<file path="src/rtl/regfile_wb_arbiter.sv">
// rtl/regfile_wb_arbiter.sv - two-requester writeback arbiter for the register_file write port
// Optional REGFILE_WB_STATS_EN adds stats_clr / conflict_cnt.
module regfile_wb_arbiter #(
    parameter int AW = 5,
    parameter int DW = 32
) (
    input  logic              clk,
    input  logic              rst,
    input  logic              req0_valid,
    output logic              req0_ready,
    input  logic [AW-1:0]     req0_addr,
    input  logic [DW-1:0]     req0_data,
    input  logic              req1_valid,
    output logic              req1_ready,
    input  logic [AW-1:0]     req1_addr,
    input  logic [DW-1:0]     req1_data,
    output logic              WE3,
    output logic [AW-1:0]     A3,
    output logic [DW-1:0]     WD3,
    output logic [2**AW-1:0]  pend_mask,
`ifdef REGFILE_WB_STATS_EN
    input  logic              stats_clr,
    output logic [15:0]       conflict_cnt,
`endif
    output logic              busy
);

    logic [1:0]    hold_v_q, hold_v_d;
    logic [AW-1:0] hold_addr_q [2];
    logic [AW-1:0] hold_addr_d [2];
    logic [DW-1:0] hold_data_q [2];
    logic [DW-1:0] hold_data_d [2];
    logic          last_grant_q, last_grant_d;
    logic          older_q, older_d;

    logic [1:0]    req_v;
    logic [AW-1:0] req_addr [2];
    logic [DW-1:0] req_data [2];
    logic          both_v, same_addr, gnt_any, gnt_idx, wr_en;
    logic [1:0]    gnt, ready, xfer, fill, stay;

    always_comb begin
        req_v       = {req1_valid, req0_valid};
        req_addr[0] = req0_addr;
        req_addr[1] = req1_addr;
        req_data[0] = req0_data;
        req_data[1] = req1_data;

        both_v    = &hold_v_q;
        same_addr = (hold_addr_q[0] == hold_addr_q[1]);
        gnt_any   = |hold_v_q;
        // Same destination must drain oldest-first; otherwise alternate.
        if (both_v)
            gnt_idx = same_addr ? older_q : !last_grant_q;
        else
            gnt_idx = hold_v_q[1];
        gnt = gnt_any ? (gnt_idx ? 2'b10 : 2'b01) : 2'b00;

        ready = ~hold_v_q | gnt;
        xfer  = req_v & ready;
        fill  = '0;
        for (int i = 0; i < 2; i++)
            fill[i] = xfer[i] && (req_addr[i] != '0);
        stay  = hold_v_q & ~gnt;
    end

    always_comb begin
        hold_v_d = fill | stay;
        for (int i = 0; i < 2; i++) begin
            hold_addr_d[i] = fill[i] ? req_addr[i] : hold_addr_q[i];
            hold_data_d[i] = fill[i] ? req_data[i] : hold_data_q[i];
        end
        last_grant_d = gnt_any ? gnt_idx : last_grant_q;

        // A reloaded hold is younger than one that stays put.
        if (fill[0] && fill[1])
            older_d = 1'b0;
        else if (fill[0] && stay[1])
            older_d = 1'b1;
        else if (fill[1] && stay[0])
            older_d = 1'b0;
        else
            older_d = older_q;
    end

    always_ff @(posedge clk) begin
        if (rst) begin
            hold_v_q       <= '0;
            hold_addr_q[0] <= '0;
            hold_addr_q[1] <= '0;
            hold_data_q[0] <= '0;
            hold_data_q[1] <= '0;
            last_grant_q   <= 1'b1;
            older_q        <= 1'b0;
        end else begin
            hold_v_q       <= hold_v_d;
            hold_addr_q[0] <= hold_addr_d[0];
            hold_addr_q[1] <= hold_addr_d[1];
            hold_data_q[0] <= hold_data_d[0];
            hold_data_q[1] <= hold_data_d[1];
            last_grant_q   <= last_grant_d;
            older_q        <= older_d;
        end
    end

    // Held writes are discarded by reset, so none may reach the file during it.
    assign wr_en      = gnt_any && !rst;
    assign WE3        = wr_en;
    assign A3         = wr_en ? hold_addr_q[gnt_idx] : '0;
    assign WD3        = wr_en ? hold_data_q[gnt_idx] : '0;
    assign req0_ready = ready[0];
    assign req1_ready = ready[1];
    assign busy       = gnt_any;

    always_comb begin
        pend_mask = '0;
        for (int i = 0; i < 2; i++)
            if (hold_v_q[i])
                pend_mask[hold_addr_q[i]] = 1'b1;
    end

`ifdef REGFILE_WB_STATS_EN
    logic [15:0] conflict_cnt_q;

    always_ff @(posedge clk) begin
        if (rst || stats_clr)
            conflict_cnt_q <= '0;
        else if (both_v && (conflict_cnt_q != 16'hFFFF))
            conflict_cnt_q <= conflict_cnt_q + 16'd1;
    end

    assign conflict_cnt = conflict_cnt_q;
`endif

endmodule

</file>
<file path="config.mk">
export PLATFORM = sky130hd
export DESIGN_NAME = regfile_wb_arbiter
export DESIGN_NICKNAME = d
export VERILOG_FILES = /design/src/rtl/regfile_wb_arbiter.sv
export SDC_FILE = /design/constraint.sdc
export NUM_CORES = 1
export LEC_CHECK = 0
export BUFFER_PORTS_ARGS = -buffer_cell sky130_fd_sc_hd__buf_2
export CELL_PAD_IN_SITES_DETAIL_PLACEMENT = 1
export CELL_PAD_IN_SITES_GLOBAL_PLACEMENT = 1
export CORE_MARGIN = 4
export CORE_UTILIZATION = 43
export CTS_CLUSTER_SIZE = 16
export DETAILED_ROUTE_END_ITERATION = 6
export GPL_TIMING_DRIVEN = 0
export PLACE_DENSITY_LB_ADDON = 0.1
export SYNTH_ARGS = -nofsm -noshare
export SYNTH_HDL_FRONTEND = slang
export SYNTH_SLANG_ARGS = --single-unit
</file>
<file path="constraint.sdc">
create_clock -name clk -period 5.3 [get_ports clk]
set_clock_uncertainty 0.1 [all_clocks]
set_input_delay 1.325 -clock clk [delete_from_list [all_inputs] [get_ports clk]]
set_output_delay 1.325 -clock clk [all_outputs]
set_load 0.02 [all_outputs]
</file>
Word-level counts from Yosys, hierarchy flattened
Memory sizes are Yosys's and may differ from the RTL's.
Index checks and enable logic that the tools add are counted.
{"block": "word_totals", "ff_bits": 4, "latchBits": 0, "ramBits": 74, "romBits": 0, "inputBits": 78, "out_inout_bits": 73, "word_cells": 66, "memories": 2}
{"block": "op_classes", "add_sub_neg": 0, "mul": 0, "n_div": 0, "magnitude_cmp": 4, "eq_ne": 3, "shift": 0, "mux": 25, "n_bitwise": 11, "reduce_logical": 18}
{"name": "hold_data_q", "depth": 2, "word_bits": 32, "read_ports": 1, "rd_ports_with_merged_regs": 0, "wr": 2, "line_no": "31", "rtl": "logic [DW-1:0] hold_data_q [2];"}
{"name": "hold_addr_q", "depth": 2, "word_bits": 5, "read_ports": 3, "rd_ports_with_merged_regs": 0, "wr": 2, "line_no": "29", "rtl": "logic [AW-1:0] hold_addr_q [2];"}
{"cell": "$mux W32", "n": 7}
{"cell": "$or A32 B32 Y32", "n": 1}
{"cell": "$mux W5", "n": 5}
{"cell": "$lt A5 B6 Y1 const B", "n": 2}
{"cell": "$demux W1 S5", "n": 2}
{"cell": "$ge A5 B1 Y1 const B", "n": 2}
{"cell": "$reduce_bool A5 Y1", "n": 2}
{"cell": "$mux W1", "n": 9}
{"cell": "$logic_and A1 B1 Y1", "n": 8}
{"cell": "$reduce_and A2 Y1", "n": 3}
{"cell": "$eq A5 B5 Y1", "n": 1}
{"cell": "$and A2 B2 Y2", "n": 2}
{"cell": "$mux W2", "n": 2}
{"cell": "$not A2 Y2", "n": 2}
{"cell": "$or A1 B1 Y1", "n": 4}
{"cell": "$or A2 B2 Y2", "n": 2}
{"cell": "$reduce_or A2 Y1", "n": 2}
{"cell": "$logic_not A1 Y1", "n": 2}
{"cell": "$ne A1 B1 Y1 const B", "n": 2}
{"cell": "$reduce_bool A2 Y1", "n": 1}

Depth between registers and ports, before layout
Gate-level depths: netlist of run 1.
{"block": "logic_depth", "word_depth": 11, "mapped_depth": 9, "mapped_depth_nobuf": 5}

Worst setup path before layout of run 1
No wires, ideal clock.
{"block": "synth_path", "path_type": "input to output", "startpoint": "input rst", "endpoint": "output WD3[12]", "arrival_ns": 2.514, "required_time_ns": 3.875, "setup_slack_ns": 1.361, "stages": 5, "path_buffers": 3, "cell_sequence": "clkbuf_1 > or2_2 > clkbuf_1 > clkbuf_1 > nor2_1"}
{"block": "synth_between", "elab_chain_cells": 3}
{"element": "from (decl)", "line_no": "8", "rtl": "input logic rst,"}
{"element": "$logic_not A1 Y1", "line_no": "107", "rtl": "assign wr_en = gnt_any && !rst;"}
{"element": "$logic_and A1 B1 Y1", "line_no": "107"}
{"element": "$mux W32", "line_no": "110", "rtl": "assign WD3 = wr_en ? hold_data_q[gnt_idx] : '0;"}
{"element": "to (decl)", "line_no": "19", "rtl": "output logic [DW-1:0] WD3,"}
Every way passes these cells.

Worst setup path after layout of run 1
{"block": "layout_path", "startpoint": "input rst", "endpoint": "output WD3[25]"}
The elaborated chain is that of the path after synthesis.

==> results of run 1 <==
## cells by family (layout without fill, tap and decap cells)
| logic type | count (synthesis) | in the layout |
|---|---|---|
| buf+inv | 113 | 277 |
| simple gates | 96 | 96 |
| flops | 78 | 78 |
| xor+xnor | 5 | 5 |
| compound gates | 132 | 132 |
| mux | 41 | 41 |
## sequential cells by signal, indices dropped and copies added, names as in the netlist
register,count
hold_addr_q,10
hold_v_q,2
older_q,1
last_grant_q,1
hold_data_q,64
## worst register-to-register path: stages, from the launching register on
cell,delay (ns)
dfxtp_1,0.32
clkbuf_1,0.25
xor2_1,0.19
or2_0,0.23
clkbuf_1,0.18
a21oi_1,0.46
nand2_2,0.13
buf_6,0.18
nand2b_2,0.62
## cell usage in the layout (no fill, tap or decap), types with 3 or more instances in the layout
master | Yosys | final
or3_1 | 4 | 4
dfxtp_1 | 14 | 14
or3b_2 | 6 | 6
nand2_1 | 5 | 5
buf_2 | 4 | 153
nor2_1 | 41 | 41
xor2_1 | 5 | 5
inv_1 | 66 | 66
a211oi_2 | 50 | 50
nand3_1 | 14 | 14
or4_1 | 3 | 3
o21ai_0 | 13 | 13
nand3b_1 | 10 | 10
clkbuf_1 | 24 | 24
a211oi_1 | 15 | 15
o22ai_1 | 32 | 32
edfxtp_1 | 64 | 64
mux2i_1 | 38 | 38
a21oi_1 | 14 | 14
clkbuf_16 | 0 | 9
buf_6 | 16 | 16
## how the worst min path moves through the flow
stage                     depth (start not counted)    start  slack, ns      end
after global routing                              2  older_q       0.49  older_q
after floorplan                                   2  older_q       0.38  older_q
after detailed placement                          2  older_q       0.43  older_q
after global placement                            2  older_q       0.42  older_q
after CTS                                         2  older_q       0.46  older_q
final                                             2  older_q       0.47  older_q
## through the flow
stage / setup WS [ns] / instance area [sq um] / utilization / hold WS, ns / std cells
2_1_floorplan: 1.36 / 4870 / - / 0.380 / 465
3_3_place_gp: 0.875 / 5790 / 0.528 / 0.415 / 754
3_5_place_dp: 0.834 / 5800 / 0.528 / 0.435 / 754
4_1_cts: 0.809 / 6110 / 0.556 / 0.460 / 769
5_1_grt: 0.652 / 6110 / 0.556 / 0.489 / 769
6_report: 0.839 / 6110 / 0.556 / 0.469 / 769
## power breakdown
group | internal (mW) | switching [mW]
clock network | 0.410 | 0.248
registers | 0.723 | 0.0180
logic | 0.132 | 0.216
## metal layers
layer,global-route usage,vias to the layer above,routed length (um)
met5,0,-,7
met4,0.0633,2,194
met3,0.0502,16,942
met2,0.394,156,7160
met1,0.295,2085,6310
li1,-,2006,-
## cell type report
type | count | share of cell area
tap | 140 | 0.0287
buffer | 47 | 0.0506
inverter | 66 | 0.0405
timing repair buffer | 149 | 0.122
sequential | 78 | 0.360
multi-input combinational | 274 | 0.347
clock inverter | 6 | 0.0141
clock buffer | 9 | 0.0369
==> summary.md, run 1 <==
| Metric | Value |
|---|---|
| Global-route wire length before repair | roughly 24000 um |
| Via/cell ratio | 5.55 |
| # clock sinks | 78 |
| TritonCTS clock tree | built |
| Tot GR Track Use | 0.231 |
| Slowest CP cell | clkbuf_1 |
| Main combinational cell family by area after synthesis | compound AO/OA/AOI/OAI gates |
| Synth Area in XOR/XNOR | 0.00899 |
| Min Tclk post-route | 4.46 ns |
| Layout area overhead | 25.4% |
| CTS max path bufs | 2 |
| Status | finished clean |
| Synth Area in Simple Gates | 0.103 |
| Cell taking the most area after synthesis | edfxtp_1 |
| Port Buffers | 149 |
| Compound-Gate Fraction of Synth Area | 0.234 |
| Most frequent CP cell | clkbuf_1 |
| Synth cell count leaders | inv_1 (66), edfxtp_1 (64), a211oi_2 (50), nor2_1 (41), mux2i_1 (38) |
| Synth top area share | 0.394 |
| Core region area | approximately 0.011 sq mm |
| Most frequent cell after synthesis | inv_1 |
| Die Y | 114 um |
| Drt pass-1 iters | 4 |
| Critical R2R Launch | hold_addr_q[0][1] |
| Mapped Nets | 543 |
| Worst Max-Slew Pin Slew | approximately 0.9 ns |
| Ys Warns | 0 |
| Post-CTS repair timing setup buffer count | 0 |
| WL per Instance | 19.0 um |
| Clock Pin Slew Worst Setup and Hold Paths | ~0.060 ns |
| Critical Path Start Type | input pin |
| Req. time, crit path | between 3 and 4 ns |
| Setup crit start | rst |
| CTS buffer count | 9 |
| Gpl congestion | 0.831 |
| Critical Path Sink Type | primary output |
| Root Driver | clkbuf_16 |
| Post-synth EDFFs | 64 |
| Ant. Diodes | 0 |
| Sequential cell area | between 0.002 and 0.0025 sq mm |
| Critical path, cell by cell | clkbuf_1 -> or2_2 -> clkbuf_1 -> clkbuf_1 -> nor2_1 -> buf_2 |
| Kind of critical path | input pin to primary output |
| Worst min-delay path class | register to register |
| Arrival time at the worst endpoint | 3.04 ns |
| Antenna viol nets, final | 0 |
| Final hold viol count | 0 |
| Total I/O pin count | between 150 and 200 |
| PostCTS Resize Cnt | 0 |
| Worst-path maximum fanout | 10 |
| Worst R2R End | hold_data_q[0][15] |
| Crit path depth | 6 |
| Drt total wl | 14600 um |
| Area occupied by multi-input gates | about 0.0021 sq mm |
| Leakage | 2.86 nW |
| Max incr delay on CP | between 0.4 and 0.5 ns |
| Largest net degree at the start of global routing | 33 |
| Syn Inst Count | 465 |
| Sequential-to-total area share from yosys stat | 0.452 |
| Final Power | 1.75 mW |
| Vias | about 4300 |
| Setup slack on the worst flop-to-flop path | 2.26 ns |
| Fin. max-slew vios | 0 |
| Count of cell types in the netlist | 40 |
| Async S/R FF share, synth | 0 |
| Setup_tns | 0 ns |
| PD cells | around 290 mW/mm^2 |
| DIE AREA | between 0.01 and 0.015 sq mm |
| Final setup viols | 0 |
| Reg2reg path depth | 8 |
| Worst VDD drop | 0.135 mV |
| Synth Area in Adders | 0 |
| CP Capture Point | WD3[25] |
| Avg Cell Area, Syn | 10.5 sq um |
| Initial core utilization | 0.444 |
| Layout Nets | 703 |
| Mapped Area | around 0.005 sq mm |
| Mux cell area share after synthesis | 0.0873 |
| Post-DP HPWL | roughly 11000 um |
| Yosys reg bits | 78 |
| Antenna violations before repair | 1 |
| Slew margin rel. | 0.387 |
| Residual DRC | 0 |
| Hold buffer count at CTS | 0 |
| Die W | 114 um |
| Synth area leaders | edfxtp_1 (39%), a211oi_2 (13%), mux2i_1 (7.8%), dfxtp_1 (5.8%), inv_1 (5.1%) |
| CP top delay family | buffers and inverters |
| Initial DRC count | ~240 |
| Number of global-route vias before repair | 4570 |
| RSZ-0062 raised after global routing | false |
| FP Rows | 38 |
| Fill cells | around 1300 |
| GR Overflow Total | 0 |
| WP buf/inv | 4 |
| Ys flop type | edfxtp_1 |
| Clk_lat worst skew | 0.34 ns |
| Final worst path period share | 0.842 |
| Maxcap violations | 0 |
| Fmax | 224 MHz |
| Share of post-route cells with drive strength above 1 | 0.401 |
| CTS H-tree depth | 3 |
(Power assumes the default switching activity.)
==> run 2: changes to the inputs <==
ABC_AREA = 1   (was not set)
CORE_UTILIZATION = 32   (was 43)
clock period = 4 ns   (was 5.3 ns; I/O delays follow)
==> run 2 against run 1 <==
Net effect:
- critical path depth rose by 1
- worst hold slack lost 0.052 ns
- via count grew 5.1%
- clock-buffer cell count increased by 1
- setup slack got worse by 0.59 ns
- largest cell class unchanged
==> summary.md, run 2 <==
| Metric | Value |
|---|---|
| Status | finished clean |
| Worst Max-Slew Pin Slew | 1.12 ns |
| Die W | about 130 um |
| CTS buffer count | 9 |
| Area occupied by multi-input gates | 0.00165 sq mm |
| M3 GR Usage | 0.0360 |
| Ys Warns | 0 |
| Number of flip-flops in the largest register | 64 |
| Leakage | 2.90 nW |
| Post-synth EDFFs | 64 |
| Mapped Area | 0.00445 sq mm |
| Internal | 1.57 mW |
| Die Y | 126 um |
| Worst min-delay path class | register to register |
| GR met1 Demand/Resource | 0.229 |
| Total I/O pin count | 151 |
| TritonCTS clock tree | built |
| Final setup viols | 0 |
| Tot GR Track Use | 0.184 |
| Maxcap violations | 0 |
| Global-route wire length before repair | 23500 um |
| Largest net degree at the start of global routing | 33 |
| Sequential cell area | 0.00220 sq mm |
| Post-CTS repair timing setup buffer count | 0 |
| FP Rows | 42 |
| GR peak layer | met2 |
| Kind of critical path | input pin to primary output |
| Vias | 4484 |
| Arrival time at the worst endpoint | 2.65 ns |
| Most flop-heavy register | hold_data_q |
| Synth Area in Simple Gates | 0.252 |
| Req. time, crit path | 2.90 ns |
| Worst-path maximum fanout | 10 |
| Critical Path Start Type | input pin |
| DIE AREA | between 0.015 and 0.02 sq mm |
| Fmax | 266 MHz |
| Fill cells | around 1700 |
| Initial core utilization | 0.332 |
| Via/cell ratio | 4.74 |
| Synth Area in XOR/XNOR | 0.00197 |
| Seq pwr share | 0.450 |
| Layout area overhead | 29.0% |
| Compound-Gate Fraction of Synth Area | 0.116 |
| Drt pass-1 iters | 4 |
| CTS H-tree depth | 3 |
| Share of post-route cells with drive strength above 1 | 0.255 |
| Worst setup slack after placement | 0.215 ns |
| Regs by FF count | hold_data_q: 64 flops, hold_addr_q: 10 flops, hold_v_q: 2 flops |
| Most frequent cell after synthesis | nand2_1 |
| Ys flop type | edfxtp_1 |
| Synth cell count leaders | nand2_1 (138), inv_1 (117), nor2_1 (80), a21oi_1 (66), edfxtp_1 (64) |
| Worst VDD drop | 0.273 mV |
| Sequential-to-total area share from yosys stat | 0.495 |
| Main combinational cell family by area after synthesis | simple AND/OR/NAND/NOR gates |
| RSZ-0062 raised after global routing | false |
| Avg Cell Area, Syn | 7.37 sq um |
| Mapped Nets | 681 |
| PD cells | between 300 and 400 mW/mm^2 |
| Gpl congestion | approximately 0.8 |
| Final worst path period share | 0.939 |
| Setup_tns | 0 ns |
| Sw frac | 0.283 |
| Port Buffers | 150 |
| Yosys reg bits | 78 |
| Final Power | 2.19 mW |
| P_sw | 0.621 mW |
| CTS max path bufs | 2 |
| Clock Pin Slew Worst Setup and Hold Paths | about 0.060 ns |
| Mux cell area share after synthesis | 0 |
| Antenna violations before repair | 0 |
| Cell taking the most area after synthesis | edfxtp_1 |
| Clk pwr share | 0.371 |
| Count of cell types in the netlist | 20 |
| Final hold viol count | 0 |
| Comb power frac | 0.179 |
| Drt total wl | between 10000 and 15000 um |
| Final worst setup slack | ~0.25 ns |
| Hold buffer count at CTS | 0 |
| Ant. Diodes | 0 |
| Syn Inst Count | around 600 |
| Min Tclk post-route | 3.75 ns |
| Synth area leaders | edfxtp_1 (43%), nand2_1 (12%), inv_1 (9.9%), a21oi_1 (7.4%), nor2_1 (6.8%) |
| M2 GR Usage | 0.319 |
| Core region area | about 0.013 sq mm |
| Root Driver | clkbuf_16 |
| PostCTS Resize Cnt | 0 |
| Slew margin rel. | 0.251 |
| Fin. max-slew vios | 0 |
| Number of global-route vias before repair | 4720 |
| GR Overflow Total | 0 |
| Antenna viol nets, final | 0 |
| # clock sinks | 78 |
| Synth Area in Adders | 0 |
| Critical Path Sink Type | primary output |
| Layout Nets | 843 |
| Clk_lat worst skew | 0.34 ns |
| Synth top area share | 0.432 |
| Post-DP HPWL | 11100 um |
| Initial DRC count | about 200 |
| Final non-filler cell total | 946 |
| WHS | 0.417 ns |
| Placed Cells | 930 |
| WL per Instance | approximately 15 um |
| Residual DRC | 0 |
| Most frequent cells in the layout | buf_2 (173), nand2_1 (137), inv_1 (117) |
| Commonest non-fill, non-tap cell in the layout | buf_2 |
| Async S/R FF share, synth | 0 |
## run 2: cell types whose count changed after synthesis, sizes merged, moves of 32 or more
cell	change
inv	+53
a21oi	+51
o22ai	-32
nor2	+39
nand2	+133
a211oi	-65
mux2i	-39
## run 2: layout make-up
| class | instances | area share |
|---|---|---|
| sequential | 78 | 0.384 |
| multi-input combinational | 375 | 0.287 |
| timing repair buffer | 151 | 0.136 |
| inverter | 119 | 0.0778 |
| clock buffer | 10 | 0.0399 |
| tap | 176 | 0.0384 |
| buffer | 31 | 0.0266 |
| clock inverter | 6 | 0.0107 |
## run 2: kinds of logic after synthesis
kind of cell	Yosys count
simple gates	271
buf+inv	150
compound gates	103
flops	78
xor+xnor	1
## run 2: final timing paths
path,from,endpoint,slack (ns),cells past startpoint
worst max register to register,hold_addr_q[0][2],hold_data_q[1][22],1.05,10
worst max-delay path,rst,WD3[3],0.25,7
worst min register to register,last_grant_q,last_grant_q,0.42,2
worst min-delay path,last_grant_q,last_grant_q,0.42,2
## run 2: per-layer routing
layer	vias up	wire length, um
met1	2120	6320
met3	20	740
met4	0	269
met2	120	7220
li1	2224	-
met5	-	0
## run 2: worst max-delay path: stages
cell and delay, ns:
buf_2 0.13, a21oi_1 0.20, clkbuf_1 0.44, clkbuf_1 0.41, nand2_1 0.09, nor2_1 0.18, buf_2 0.20
## run 2: through the flow
step	instance area, sq um	util
2_1_floorplan	4450	-
3_3_place_gp	5420	0.404
3_5_place_dp	5450	0.407
4_1_cts	5740	0.428
5_1_grt	5740	0.428
6_report	5740	0.428
## run 2: power groups by stage
| stage | sequential, mW | combinational [mW] | clock, mW |
|---|---|---|---|
| 5_1_grt | 0.994 | 0.448 | 0.870 |
| 3_5_place_dp | 1.00 | 0.399 | 0 |
| 4_1_cts | 0.988 | 0.401 | 0.830 |
| 6_report | 0.987 | 0.393 | 0.814 |
| 3_3_place_gp | 1.00 | 0.381 | 0 |
| 2_1_floorplan | 0.996 | 0.249 | 0 |
==> run 3: changes to the inputs <==
CORE_UTILIZATION = 36   (was 32)
clock period = 3.9 ns   (was 4 ns; I/O delays follow)
==> run 3 against run 2 <==
Net effect:
- cell count shrank 0.74%
- die area shrank 10%
- worst hold slack gained 0.014 ns
- clock-buffer cell count shrank 1
- sequential power is essentially flat
- sequential share of layout area shrank 0.22 points
- largest cell class unchanged
- critical path depth is the same
==> summary.md, run 3 (same netlist as run 2, synthesis figures left out) <==
| Metric | Value |
|---|---|
| TritonCTS clock tree | built |
| Arrival time at the worst endpoint | 2.63 ns |
| Gpl congestion | 0.834 |
| Via/cell ratio | 4.78 |
| Post-CTS repair timing setup buffer count | 0 |
| Critical Path Sink Type | primary output |
| Worst Max-Slew Pin Slew | 1.08 ns |
| Req. time, crit path | between 2 and 3 ns |
| Sw frac | 0.280 |
| Final worst setup slack | 0.196 ns |
| CTS max path bufs | 2 |
| Most frequent cells in the layout | buf_2 (173), nand2_1 (137), inv_1 (117) |
| # clock sinks | 78 |
| Number of global-route vias before repair | 4646 |
| Slew margin rel. | 0.274 |
| Fin. max-slew vios | 0 |
| Root Driver | clkbuf_16 |
| Most flop-heavy register | hold_data_q |
| Max incr delay on CP | 0.42 ns |
| GR Overflow Total | 0 |
| Regs by FF count | hold_data_q: 64 flops, hold_addr_q: 10 flops, hold_v_q: 2 flops |
| Leakage | slightly below 3 nW |
| Seq pwr share | 0.432 |
| P_sw | 0.657 mW |
| Drt total wl | 14300 um |
| Fmax | 270 MHz |
| RSZ-0062 raised after global routing | false |
| Clk pwr share | 0.397 |
| Core region area | approximately 0.012 sq mm |
| Final worst path period share | 0.950 |
| CTS buffer count | 9 |
| Worst VDD drop | 0.192 mV |
| Worst setup slack after placement | between 0.15 and 0.2 ns |
| Total I/O pin count | 151 |
| PostCTS Resize Cnt | 0 |
| Layout Nets | 843 |
| Die Y | 119 um |
| WHS | 0.430 ns |
| Vias | 4488 |
| Initial core utilization | 0.369 |
| Port Buffers | 150 |
| Antenna violations before repair | 1 |
| Setup_tns | 0 ns |
| Final setup viols | 0 |
| Kind of critical path | input pin to primary output |
| Share of post-route cells with drive strength above 1 | 0.258 |
| Number of flip-flops in the largest register | 64 |
| Worst-path maximum fanout | 10 |
| Post-DP HPWL | between 10000 and 15000 um |
| Final non-filler cell total | approximately 940 |
| Fill cells | ~1600 |
| Final hold viol count | 0 |
| Status | finished clean |
| Drt pass-1 iters | 4 |
| Clock Pin Slew Worst Setup and Hold Paths | 0.06 ns |
| Internal | between 1.5 and 2 mW |
| WL per Instance | about 15 um |
| Layout area overhead | 29.8% |
| Antenna viol nets, final | 0 |
| Worst min-delay path class | register to register |
| Die W | 119 um |
| CTS H-tree depth | 3 |
| Critical path, cell by cell | buf_2 -> a21oi_1 -> clkbuf_1 -> clkbuf_1 -> nand2_1 -> nor2_1 -> buf_2 |
| Final core utilization | 0.478 |
| FP Rows | 40 |
| Tot GR Track Use | 0.203 |
| Maxcap violations | 0 |
| Clk_lat worst skew | about 0.33 ns |
| Largest net degree at the start of global routing | 33 |
| Hold buffer count at CTS | 0 |
| Critical Path Start Type | input pin |
| Slowest CP cell | clkbuf_1 |
| Placed Cells | about 920 |
| Commonest non-fill, non-tap cell in the layout | buf_2 |
| Initial DRC count | 175 |
| Global-route wire length before repair | roughly 23000 um |
| PD cells | 407 mW/mm^2 |
| DIE AREA | approximately 0.014 sq mm |
| Min Tclk post-route | 3.70 ns |
| Comb power frac | 0.171 |
| Residual DRC | 0 |
[run 3: cell count changes in the layout (fill, tap and decap cells not counted)]
cell,before,now
inv_6,1,2
clkinvlp_4,2,1
diode_2,0,1
clkinv_1,2,0
bufinv_16,1,2
clkbuf_1,7,6
inv_8,0,1
clkinv_4,0,1
[run 3: worst max-delay path, delay by kind of cell]
| kind | cells | cell delay, ns |
|---|---|---|
| simple gates | 2 | 0.30 |
| buf+inv | 4 | 1.16 |
| compound gates | 1 | 0.19 |
[run 3: routing by layer]
layer  share of wire  track usage  up-vias
met5               0            0        -
met2            0.51        0.365      122
li1                -            -     2232
met3           0.053       0.0432       15
met1            0.43        0.248     2119
met4           0.017       0.0500        0
[run 3: cell type report]
type | instances | area [sq um] | share of cell area
multi-input combinational | 375 | 1650 | 0.286
inverter | 119 | 447 | 0.0774
buffer | 31 | 153 | 0.0265
sequential | 78 | 2200 | 0.382
clock buffer | 9 | 225 | 0.0390
tap | 168 | 210 | 0.0364
clock inverter | 7 | 105 | 0.0182
antenna | 1 | 2.50 | 0.000434
timing repair buffer | 151 | 778 | 0.135
[run 3: power by group through the flow]
stage	Combinational (mW)	Clock, mW	Sequential (mW)
floorplan	0.256	0	1.02
global placement	0.387	0	1.03
detailed placement	0.403	0	1.03
CTS	0.408	0.944	1.01
global route	0.455	0.983	1.02
finish	0.402	0.931	1.01
[run 3: final timing paths]
kind	startpoint	depth (start not counted)	slack (ns)	endpoint
max	rst	7	0.20	WD3[3]
min	hold_addr_q[1][0]	2	0.43	hold_addr_q[1][0]
max reg2reg	hold_addr_q[1][2]	11	1.16	hold_data_q[0][1]
min reg2reg	hold_addr_q[1][0]	2	0.43	hold_addr_q[1][0]
[run 3: through the flow]
step | total power [mW] | instance area [sq um]
after detailed placement | 1.44 | 5440
after global placement | 1.41 | 5410
final | 2.35 | 5770
after global routing | 2.46 | 5770
after CTS | 2.37 | 5770
after floorplan | 1.28 | 4450
